$ cat src/rtl/int_pkg.sv
// Shared types and constants for the interrupt pipeline sequencer.
package int_pkg;

  // Sequencer states; the encoding is visible on waveforms, so keep it fixed.
  typedef enum logic [1:0] {
    IDLE    = 2'd0,
    SAVE    = 2'd1,
    HANDLER = 2'd2,
    RESTORE = 2'd3
  } state_t;

  localparam logic [31:0] VEC_BASE_DEF   = 32'h0000_1000;
  localparam logic [31:0] VEC_STRIDE_DEF = 32'h0000_0010;
  localparam int          CAUSE_W        = 3;

  // Handler vector for a line index; the arithmetic wraps at 32 bits.
  function automatic logic [31:0] vec_addr(input logic [31:0] base,
                                           input logic [31:0] stride,
                                           input logic [CAUSE_W-1:0] idx);
    return base + ({29'd0, idx} * stride);
  endfunction

endpackage

$ cat src/rtl/int_pipe_sequencer_if.sv
// Request/strobe bundle between the pipeline control and the interrupt sequencer.
interface int_pipe_sequencer_if import int_pkg::*; #(
  parameter int NUM_IRQ = 4
) ();

  logic [NUM_IRQ-1:0] irq;
  logic [NUM_IRQ-1:0] irq_mask;
  logic               int_en;
  logic               pipe_busy;
  logic [31:0]        EX_PC;
  logic               eret;

  logic               INT_detected;
  logic               INT_restore;
  logic               EX_Flush;
  logic               redirect_valid;
  logic [31:0]        redirect_pc;
  logic [NUM_IRQ-1:0] irq_ack;
  logic               in_service;
  logic [31:0]        epc;
  logic [CAUSE_W-1:0] cause;
  logic               timeout_err;

  // Pipeline / interrupt-source side.
  modport master (
    output irq, irq_mask, int_en, pipe_busy, EX_PC, eret,
    input  INT_detected, INT_restore, EX_Flush, redirect_valid, redirect_pc,
           irq_ack, in_service, epc, cause, timeout_err
  );

  // Sequencer side.
  modport slave (
    input  irq, irq_mask, int_en, pipe_busy, EX_PC, eret,
    output INT_detected, INT_restore, EX_Flush, redirect_valid, redirect_pc,
           irq_ack, in_service, epc, cause, timeout_err
  );

endinterface

$ cat src/rtl/irq_prio_enc.sv
// Fixed-priority encoder: the lowest set index of pending wins.
module irq_prio_enc import int_pkg::*; #(
  parameter int NUM_IRQ = 4
) (
  input  logic [NUM_IRQ-1:0] pending,
  output logic               any,
  output logic [CAUSE_W-1:0] idx,
  output logic [NUM_IRQ-1:0] onehot
);

  localparam logic [NUM_IRQ-1:0] ONE = NUM_IRQ'(1);

  // Isolate the lowest set bit, then fold its position into a binary index.
  always_comb begin
    any    = |pending;
    onehot = pending & (~pending + ONE);
    idx    = {CAUSE_W{1'b0}};
    for (int i = 0; i < NUM_IRQ; i++) begin
      idx = idx | (onehot[i] ? CAUSE_W'(i) : {CAUSE_W{1'b0}});
    end
  end

endmodule

$ cat src/rtl/int_pipe_sequencer.sv
// Interrupt sequencer: picks a line, pulses save/flush with the vector redirect,
// waits for eret (or the watchdog) and then pulses restore with the EPC redirect.
module int_pipe_sequencer import int_pkg::*; #(
  parameter int          NUM_IRQ    = 4,
  parameter logic [31:0] VEC_BASE   = VEC_BASE_DEF,
  parameter logic [31:0] VEC_STRIDE = VEC_STRIDE_DEF,
  parameter int          TIMEOUT    = 1024
) (
  input logic                 clk,
  input logic                 reset,
  int_pipe_sequencer_if.slave bus
);

  localparam int             WDW     = $clog2(TIMEOUT);
  localparam logic [WDW-1:0] WD_LAST = WDW'(TIMEOUT - 1);

  state_t             r_state;
  state_t             w_next;
  logic               w_set_timeout;
  logic [NUM_IRQ-1:0] w_pending;
  logic               w_any;
  logic [CAUSE_W-1:0] w_idx;
  logic [NUM_IRQ-1:0] w_onehot;

  logic [WDW-1:0]     r_wdog;
  logic [31:0]        r_epc;
  logic [CAUSE_W-1:0] r_cause;
  logic               r_timeout_err;
  logic               r_int_detected;
  logic               r_int_restore;
  logic               r_ex_flush;
  logic               r_redirect_valid;
  logic [31:0]        r_redirect_pc;
  logic [NUM_IRQ-1:0] r_irq_ack;
  logic               r_in_service;

  assign w_pending = bus.irq & ~bus.irq_mask;

  irq_prio_enc #(.NUM_IRQ(NUM_IRQ)) u_prio (
    .pending (w_pending),
    .any     (w_any),
    .idx     (w_idx),
    .onehot  (w_onehot)
  );

  // State register.
  always_ff @(posedge clk) begin
    if (reset) begin
      r_state <= IDLE;
    end else begin
      r_state <= w_next;
    end
  end

  // Next-state logic; eret takes precedence over watchdog expiry.
  always_comb begin
    w_next        = r_state;
    w_set_timeout = 1'b0;
    case (r_state)
      IDLE: begin
        if (bus.int_en && w_any && !bus.pipe_busy) begin
          w_next = SAVE;
        end else begin
          w_next = IDLE;
        end
      end
      SAVE: begin
        w_next = HANDLER;
      end
      HANDLER: begin
        if (bus.eret) begin
          w_next = RESTORE;
        end else if (r_wdog == WD_LAST) begin
          w_next        = RESTORE;
          w_set_timeout = 1'b1;
        end else begin
          w_next = HANDLER;
        end
      end
      RESTORE: begin
        w_next = IDLE;
      end
      default: begin
        w_next = IDLE;
      end
    endcase
  end

  // Cause latch at entry, EPC capture in SAVE, handler watchdog, sticky timeout flag.
  always_ff @(posedge clk) begin
    if (reset) begin
      r_cause       <= {CAUSE_W{1'b0}};
      r_epc         <= 32'd0;
      r_wdog        <= {WDW{1'b0}};
      r_timeout_err <= 1'b0;
    end else begin
      if (r_state == IDLE && w_next == SAVE) begin
        r_cause <= w_idx;
      end
      if (r_state == SAVE) begin
        r_epc  <= bus.EX_PC;
        r_wdog <= {WDW{1'b0}};
      end else if (r_state == HANDLER) begin
        r_wdog <= r_wdog + WDW'(1);
      end
      if (w_set_timeout) begin
        r_timeout_err <= 1'b1;
      end
    end
  end

  // Strobes are registered from the next state so they are high exactly
  // while the FSM sits in the corresponding state, with no decode glitches.
  always_ff @(posedge clk) begin
    if (reset) begin
      r_int_detected   <= 1'b0;
      r_ex_flush       <= 1'b0;
      r_int_restore    <= 1'b0;
      r_in_service     <= 1'b0;
      r_redirect_valid <= 1'b0;
      r_redirect_pc    <= 32'd0;
      r_irq_ack        <= {NUM_IRQ{1'b0}};
    end else begin
      r_int_detected   <= (w_next == SAVE);
      r_ex_flush       <= (w_next == SAVE);
      r_int_restore    <= (w_next == RESTORE);
      r_in_service     <= (w_next == HANDLER);
      r_redirect_valid <= (w_next == SAVE) || (w_next == RESTORE);
      if (w_next == SAVE) begin
        // Entry is only possible from IDLE, so the encoder output is the cause.
        r_irq_ack     <= w_onehot;
        r_redirect_pc <= vec_addr(VEC_BASE, VEC_STRIDE, w_idx);
      end else if (w_next == RESTORE) begin
        // EPC was written at least one cycle earlier, on leaving SAVE.
        r_irq_ack     <= {NUM_IRQ{1'b0}};
        r_redirect_pc <= r_epc;
      end else begin
        r_irq_ack     <= {NUM_IRQ{1'b0}};
        r_redirect_pc <= 32'd0;
      end
    end
  end

  assign bus.INT_detected   = r_int_detected;
  assign bus.INT_restore    = r_int_restore;
  assign bus.EX_Flush       = r_ex_flush;
  assign bus.redirect_valid = r_redirect_valid;
  assign bus.redirect_pc    = r_redirect_pc;
  assign bus.irq_ack        = r_irq_ack;
  assign bus.in_service     = r_in_service;
  assign bus.epc            = r_epc;
  assign bus.cause          = r_cause;
  assign bus.timeout_err    = r_timeout_err;

endmodule

$ cat src/flat_wrapper.sv
// flat-port wrapper written by rule: the top's interface ports become plain ports
module int_pipe_sequencer_flat import int_pkg::*;
#(
  parameter int          NUM_IRQ    = 4,
  parameter logic [31:0] VEC_BASE   = VEC_BASE_DEF,
  parameter logic [31:0] VEC_STRIDE = VEC_STRIDE_DEF,
  parameter int          TIMEOUT    = 1024
)
  (clk, reset, bus_irq, bus_irq_mask, bus_int_en, bus_pipe_busy, bus_EX_PC, bus_eret, bus_INT_detected, bus_INT_restore, bus_EX_Flush, bus_redirect_valid, bus_redirect_pc, bus_irq_ack, bus_in_service, bus_epc, bus_cause, bus_timeout_err);
  int_pipe_sequencer_if #(.NUM_IRQ(NUM_IRQ)) bus_i ();
  input logic clk;
  input logic reset;
  input wire logic [$bits(bus_i.irq)-1:0] bus_irq;
  input wire logic [$bits(bus_i.irq_mask)-1:0] bus_irq_mask;
  input wire logic [$bits(bus_i.int_en)-1:0] bus_int_en;
  input wire logic [$bits(bus_i.pipe_busy)-1:0] bus_pipe_busy;
  input wire logic [$bits(bus_i.EX_PC)-1:0] bus_EX_PC;
  input wire logic [$bits(bus_i.eret)-1:0] bus_eret;
  output wire logic [$bits(bus_i.INT_detected)-1:0] bus_INT_detected;
  output wire logic [$bits(bus_i.INT_restore)-1:0] bus_INT_restore;
  output wire logic [$bits(bus_i.EX_Flush)-1:0] bus_EX_Flush;
  output wire logic [$bits(bus_i.redirect_valid)-1:0] bus_redirect_valid;
  output wire logic [$bits(bus_i.redirect_pc)-1:0] bus_redirect_pc;
  output wire logic [$bits(bus_i.irq_ack)-1:0] bus_irq_ack;
  output wire logic [$bits(bus_i.in_service)-1:0] bus_in_service;
  output wire logic [$bits(bus_i.epc)-1:0] bus_epc;
  output wire logic [$bits(bus_i.cause)-1:0] bus_cause;
  output wire logic [$bits(bus_i.timeout_err)-1:0] bus_timeout_err;
  assign bus_i.irq = bus_irq;
  assign bus_i.irq_mask = bus_irq_mask;
  assign bus_i.int_en = bus_int_en;
  assign bus_i.pipe_busy = bus_pipe_busy;
  assign bus_i.EX_PC = bus_EX_PC;
  assign bus_i.eret = bus_eret;
  assign bus_INT_detected = bus_i.INT_detected;
  assign bus_INT_restore = bus_i.INT_restore;
  assign bus_EX_Flush = bus_i.EX_Flush;
  assign bus_redirect_valid = bus_i.redirect_valid;
  assign bus_redirect_pc = bus_i.redirect_pc;
  assign bus_irq_ack = bus_i.irq_ack;
  assign bus_in_service = bus_i.in_service;
  assign bus_epc = bus_i.epc;
  assign bus_cause = bus_i.cause;
  assign bus_timeout_err = bus_i.timeout_err;
  int_pipe_sequencer #(.NUM_IRQ(NUM_IRQ), .VEC_BASE(VEC_BASE), .VEC_STRIDE(VEC_STRIDE), .TIMEOUT(TIMEOUT)) u_core (.clk(clk), .reset(reset), .bus(bus_i));
endmodule
$ cat config.mk
export PLATFORM = sky130hd
export DESIGN_NAME = int_pipe_sequencer_flat
export DESIGN_NICKNAME = d
export VERILOG_FILES = /design/src/rtl/int_pkg.sv /design/src/rtl/int_pipe_sequencer_if.sv /design/src/rtl/irq_prio_enc.sv /design/src/rtl/int_pipe_sequencer.sv /design/src/flat_wrapper.sv
export SDC_FILE = /design/constraint.sdc
export NUM_CORES = 1
export LEC_CHECK = 0
export ABC_CLOCK_PERIOD_IN_PS = 4600
export BUFFER_PORTS_ARGS = -buffer_cell sky130_fd_sc_hd__buf_4
export CORE_ASPECT_RATIO = 0.6
export CORE_MARGIN = 2
export CORE_UTILIZATION = 35
export DETAILED_ROUTE_END_ITERATION = 12
export REMOVE_ABC_BUFFERS = 1
export SLEW_MARGIN = 20
export SYNTH_ARGS = -nofsm -noshare
export SYNTH_HDL_FRONTEND = slang
export SYNTH_HIERARCHICAL = 1
export SYNTH_SLANG_ARGS = --single-unit
$ cat constraint.sdc
create_clock -name clk -period 4.6 [get_ports clk]
set_input_delay 0 -clock clk [delete_from_list [all_inputs] [get_ports clk]]
set_output_delay 0 -clock clk [all_outputs]
set_load 0.03 [all_outputs]
Word-level counts from Yosys, hierarchy flattened
Index checks and enable logic that the tools add are counted.
{ "word_totals": {"regBits": 88, "latch_bits": 0, "mem_bits_rw": 0, "mem_bits_ro": 0, "inputBits": 45, "out_inout_bits": 77, "word_cells": 49, "mem_count": 0} }
{ "op_classes": {"n_addsub": 3, "multipliers": 0, "div_mod_pow": 0, "n_lt_le_gt_ge": 0, "eq_ne": 7, "shifts": 0, "n_mux": 12, "n_bitwise": 7, "reduce_logical": 9} }
{ "ops": {"columns": ["op", "count"], "rows": [
  ["two-way mux 32 bit", 2],
  ["adder 13 x 7 -> 14 bit, first input constant", 1],
  ["adder 10 x 1 -> 10 bit, second input constant", 1],
  ["equality test 10 bit, second input constant", 1],
  ["AND 4 bit", 2],
  ["equality test 2 bit, second input constant", 4],
  ["NOT 4 bit", 2],
  ["case mux 2 bit (4 select lines)", 1],
  ["two-way mux 1 bit", 6],
  ["two-way mux 2 bit", 3],
  ["adder 4 x 1 -> 4 bit, second input constant", 1],
  ["equality test 2 x 1 -> 1 bit, second input constant", 2],
  ["OR reduction 2 bit", 2],
  ["OR reduction 4 bit", 1],
  ["logical AND 1 bit", 3],
  ["OR 1 x 3 -> 3 bit", 1],
  ["OR 3 bit", 1],
  ["zero test 2 bit", 1],
  ["zero test 1 bit", 1],
  ["logical OR 1 bit", 1],
  ["NOT 1 bit", 1]
]} }

Logic depth before layout (Yosys ltp)
{ "depth": {"depth_word": 10, "ltp_mapped": 8} }

By module
Netlist, hierarchy kept.
{ "by_module_without_submodules": {"columns": ["mod", "n_inst", "cells_each", "area_each_um2", "seq_area_each_um2"], "rows": [
  ["int_pipe_sequencer", 1, 285, 3059.2, 1741.7],
  ["irq_prio_enc", 1, 12, 70.1, 0.0]
]} }

Worst setup path before layout
Ideal clock, no wire load.
{ "synth_path": {"path_type": "register to register", "start": "register u_core.r_state[0]", "end": "register u_core.r_cause[0] (netlist: u_core/bus.cause[0])", "setup_ps": 72, "arrival_time_ps": 1804, "required_ps": 4528, "slack_ps": 2724, "stages_incl_launch_ff": 8, "n_path_buf": 1, "synth_period_minus_slack_ps": 1876, "cell_sequence": "dfxtp_1 -> inv_1 -> ha_1 -> buf_4 -> and4_4 -> nand4_4 -> a2111oi_4 -> mux2i_1"} }
{ "synth_via": {"elab_chain_cells": 4, "elab_cells_between_ends": 7, "cone_classes": "eq/ne: 4; mux: 1; reduce/logical: 2"} }
{ "synth_lines": {"columns": ["item", "line_no", "rtl"], "rows": [
  ["start: declaration", "int_pipe_sequencer.sv:17", "state_t r_state;"],
  ["start signal: assignment", "int_pipe_sequencer.sv:51", "r_state <= w_next;"],
  ["equality test 2 bit (tied with other cells)", "int_pipe_sequencer.sv:59", "case (r_state)"],
  ["case mux 2 bit (4 select lines)", "int_pipe_sequencer.sv:59", null],
  ["equality test 2 x 1 -> 1 bit", "int_pipe_sequencer.sv:97", "if (r_state == IDLE && w_next == SAVE) begin"],
  ["logical AND 1 bit (*)", "int_pipe_sequencer.sv:97", null],
  ["end signal: assignment", "int_pipe_sequencer.sv:92", "r_cause <= {CAUSE_W{1'b0}};"],
  ["end signal: assignment", "int_pipe_sequencer.sv:98", "r_cause <= w_idx;"],
  ["end: declaration", "int_pipe_sequencer.sv:27", "logic [CAUSE_W-1:0] r_cause;"]
]} }
Every way passes the cells marked *; elsewhere a longest branch is shown, timed or not.
A chain may end at the register's enable or synchronous reset.

Final worst setup path
{ "layout_path": {"start": "register u_core.r_state[0]", "end": "register u_core.r_redirect_pc[9] (netlist: u_core/bus.redirect_pc[9])"} }
{ "layout_via": {"elab_chain_cells": 5, "elab_cells_between_ends": 9, "cone_classes": "eq/ne: 5; mux: 3; reduce/logical: 1"} }
{ "layout_lines": {"columns": ["item", "line_no", "rtl"], "rows": [
  ["equality test 2 bit (tied with other cells)", "int_pipe_sequencer.sv:59", null],
  ["case mux 2 bit (4 select lines) (*)", "int_pipe_sequencer.sv:59", null],
  ["equality test 2 bit", "int_pipe_sequencer.sv:133", "end else if (w_next == RESTORE) begin"],
  ["two-way mux 32 bit", "int_pipe_sequencer.sv:133", null],
  ["two-way mux 32 bit (*)", "int_pipe_sequencer.sv:129", "if (w_next == SAVE) begin"],
  ["end signal: assignment", "int_pipe_sequencer.sv:132", "r_redirect_pc <= vec_addr(VEC_BASE, VEC_STRIDE, w_idx);"],
  ["end signal: assignment", "int_pipe_sequencer.sv:136", "r_redirect_pc <= r_epc;"],
  ["end: declaration", "int_pipe_sequencer.sv:33", "logic [31:0] r_redirect_pc;"]
]} }
Marks and branches as above.

==> results.sh <==
export IMPL_outcome="complete, no violations"
export IMPL_via_per_inst=4.50
export IMPL_cts_hold_buf=32
export IMPL_power_density_nw_per_um2=485
export IMPL_cp_start_kind="flop"
export IMPL_cap_violations=0
export IMPL_start_util=0.364
export IMPL_synth_area_um2=3130
export IMPL_slew_headroom=0.288
export IMPL_finalSetupViolations=0
export IMPL_cp_startpoint="u_core/r_state[0]"
export IMPL_critPathCaptureType="flop"
export IMPL_drtAntennaViolNets=0
export IMPL_arrival_ps=2440
export IMPL_cts_buffers=9
export IMPL_r2r_end="u_core/bus.redirect_pc[9]"
export IMPL_nets=490
export IMPL_hold_viol_final=0
export IMPL_die_y_um=77.2
export IMPL_finalSetupTns_ps=0
export IMPL_skew_ps=5.13
export IMPL_final_period_utilization=0.472
export IMPL_die_x_um=126
export IMPL_clock_path_buffers=2
export IMPL_numClockSinks=87
export IMPL_hold_class="in2reg"
export IMPL_grt_start_max_net_pins=49
export IMPL_final_common_cell="buf_4"
export IMPL_place_inst=509
export IMPL_cp_required_ps=4860
export IMPL_ys_flop_type="dfxtp_1"
export IMPL_fmax_mhz=461
export IMPL_layout_common_cells="buf_4, dfxtp_1, nor2_1, mux2i_1, and3_1"
export IMPL_dieArea_um2=9740
export IMPL_wirelength_um=7500
export IMPL_cts_htree_levels=3
export IMPL_grt_pass1_vias=2581
export IMPL_path_max_fanout=33
export IMPL_first_iter_violations=66
export IMPL_cts_setup_buffers=0
export IMPL_r2r_slack_ps=2430
export IMPL_async_flop_share=0
export IMPL_synth_edf_count=0
export IMPL_wl_per_cell_um=13.5
export IMPL_remaining_drc_errors=0
export IMPL_timing_rr_start="u_core/r_state[0]"
export IMPL_track_usage=0.159
export IMPL_crit_chain="inv_1 > ha_1 > and4_4 > nand4_4 > a21oi_4 > and3_1"
export IMPL_coreArea_um2=8590
export IMPL_dr_pass1_iters=4
export IMPL_vias=2497
export IMPL_tightest_slew_ps=1070
export IMPL_synth_cell_types=36
export IMPL_cp_endpoint="u_core/bus.redirect_pc[9]"
export IMPL_io_buffers=121
export IMPL_grt_setup_unrepaired="false"
export IMPL_report_final_slew_viol_count=0
export IMPL_yosysWarnings=6
export IMPL_syn_area_per_cell_um2=10.5
export IMPL_clkLatencyLatePin_ps=320
export IMPL_crit_slowest_cell="a21oi_4"
export IMPL_max_stage_delay_ps=600
export IMPL_cts_tree="built"
export IMPL_overflow=0
export IMPL_row_count=26
export IMPL_yosysSeqAreaShare=0.557
export IMPL_cts_repair_resized=0
export IMPL_final_cells=555
export IMPL_place_hpwl_um=5200
export IMPL_gp_congestion=0.746
export IMPL_synthCells=297
export IMPL_diodes=0
export IMPL_r2r_cells=6
export IMPL_setup_worst_path_class="reg2reg"
export IMPL_fin_crit_ps=2170
export IMPL_drive_gt1_frac=0.325
export IMPL_syn_to_final_growth_pct=49.7
export IMPL_p_leak_uw=0.00215
export IMPL_synth_seq_cells=87
export IMPL_cts_root_buf="clkbuf_16"
export IMPL_antenna_found_initial=0
export IMPL_clkTransAtPathRegs_ps=60
export IMPL_ir_worst_vdd_mv=0.239
export IMPL_io_pins=122
export IMPL_grt_pass1_wl_um=12300
-- worst max-delay path, delay by kind of cell, from the launching register on --
kind | cells | cell delay (ps)
compound gates | 1 | 600
buf+inv | 1 | 100
simple gates | 3 | 730
fa+ha+maj | 1 | 340
flops | 1 | 320
-- synthesized netlist by cell type (2+ instances only) --
library cell,number,area [µm²]
ha_1,5,62.6
clkbuf_1,11,41.3
a21oi_1,6,30.0
and2_1,2,12.5
mux2i_1,39,390
nand2b_1,7,43.8
nor2_1,44,165
xnor2_1,2,17.5
buf_4,4,30.0
or3_1,2,12.5
nor3_1,6,30.0
nand2_1,6,22.5
dfxtp_1,87,1740
buf_2,4,20.0
nor2b_1,6,37.5
and3_1,33,206
o21ai_0,2,10.0
clkbuf_2,2,10.0
inv_1,6,22.5
xor2_1,4,35.0
and4_4,2,22.5
nand4_1,3,18.8
-- per-stage QoR --
stage / util / hold WS, ps / total power (µW) / setup slack, ps / area (µm²)
3_3_place_gp: 0.475 / 236 / 1590 / 2480 / 4080
4_1_cts: 0.545 / 21.4 / 2300 / 2350 / 4680
5_1_grt: 0.545 / 25.0 / 2400 / 2270 / 4680
6_report: 0.545 / 37.1 / 2270 / 2430 / 4680
3_5_place_dp: 0.475 / 243 / 1590 / 2360 / 4080
2_1_floorplan: - / 72.4 / 1350 / 2340 / 3030
-- how the worst min path moves through the flow --
stage	start	to	cells past startpoint
3_5_place_dp	bus_EX_PC[5]	u_core/bus.epc[5]	3
5_1_grt	bus_eret	u_core/bus.timeout_err	3
2_1_floorplan	reset	u_core/bus.epc[0]	1
3_3_place_gp	bus_EX_PC[30]	u_core/bus.epc[30]	3
6_report	bus_eret	u_core/bus.timeout_err	3
4_1_cts	bus_eret	u_core/bus.timeout_err	3
-- state kept, by name, summed over array words and instances, names as in the netlist, 2 cells and up --
signal	flops
u_core/bus.redirect_pc	32
u_core/bus.irq_ack	4
u_core/r_state	2
u_core/bus.epc	32
u_core/r_wdog	10
u_core/bus.cause	3
-- layout make-up --
cell class                      instances  area (µm²)
Inverter                                6        22.5
Clock buffer                           10         229
Timing Repair Buffer                  153        1230
Tap cell                              112         140
Multi-Input combinational cell        183        1270
Sequential cell                        87        1740
Fill cell                             765        3900
Clock inverter                          4        48.8
-- layer usage --
metal	global-route usage	routed length, µm	vias up
met1	0.200	3500	1129
met2	0.237	3180	78
met4	0.0407	52	0
met5	0	0	-
li1	-	-	1286
met3	0.0879	761	4
-- power breakdown --
group | internal, µW | switching [µW]
Sequential | 833 | 51.6
Combinational | 282 | 431
Clock | 413 | 264
-- kinds of logic (layout without fill, tap and decap cells) --
group                      count (synthesis)  after routing  share of synthesized area
buffers and inverters                     27            173                     0.0396
other                                      1              1                    0.00120
xor gates and xnor gates                   6              6                     0.0168
adders and majority gates                  5              5                     0.0200
AOI/OAI and AO/OA                         13             13                     0.0352
muxes                                     39             39                      0.125
and+or+nand+nor                          119            119                      0.206
DFF                                       87             87                      0.557
No activity file was read; power rests on OpenSTA's default activity.
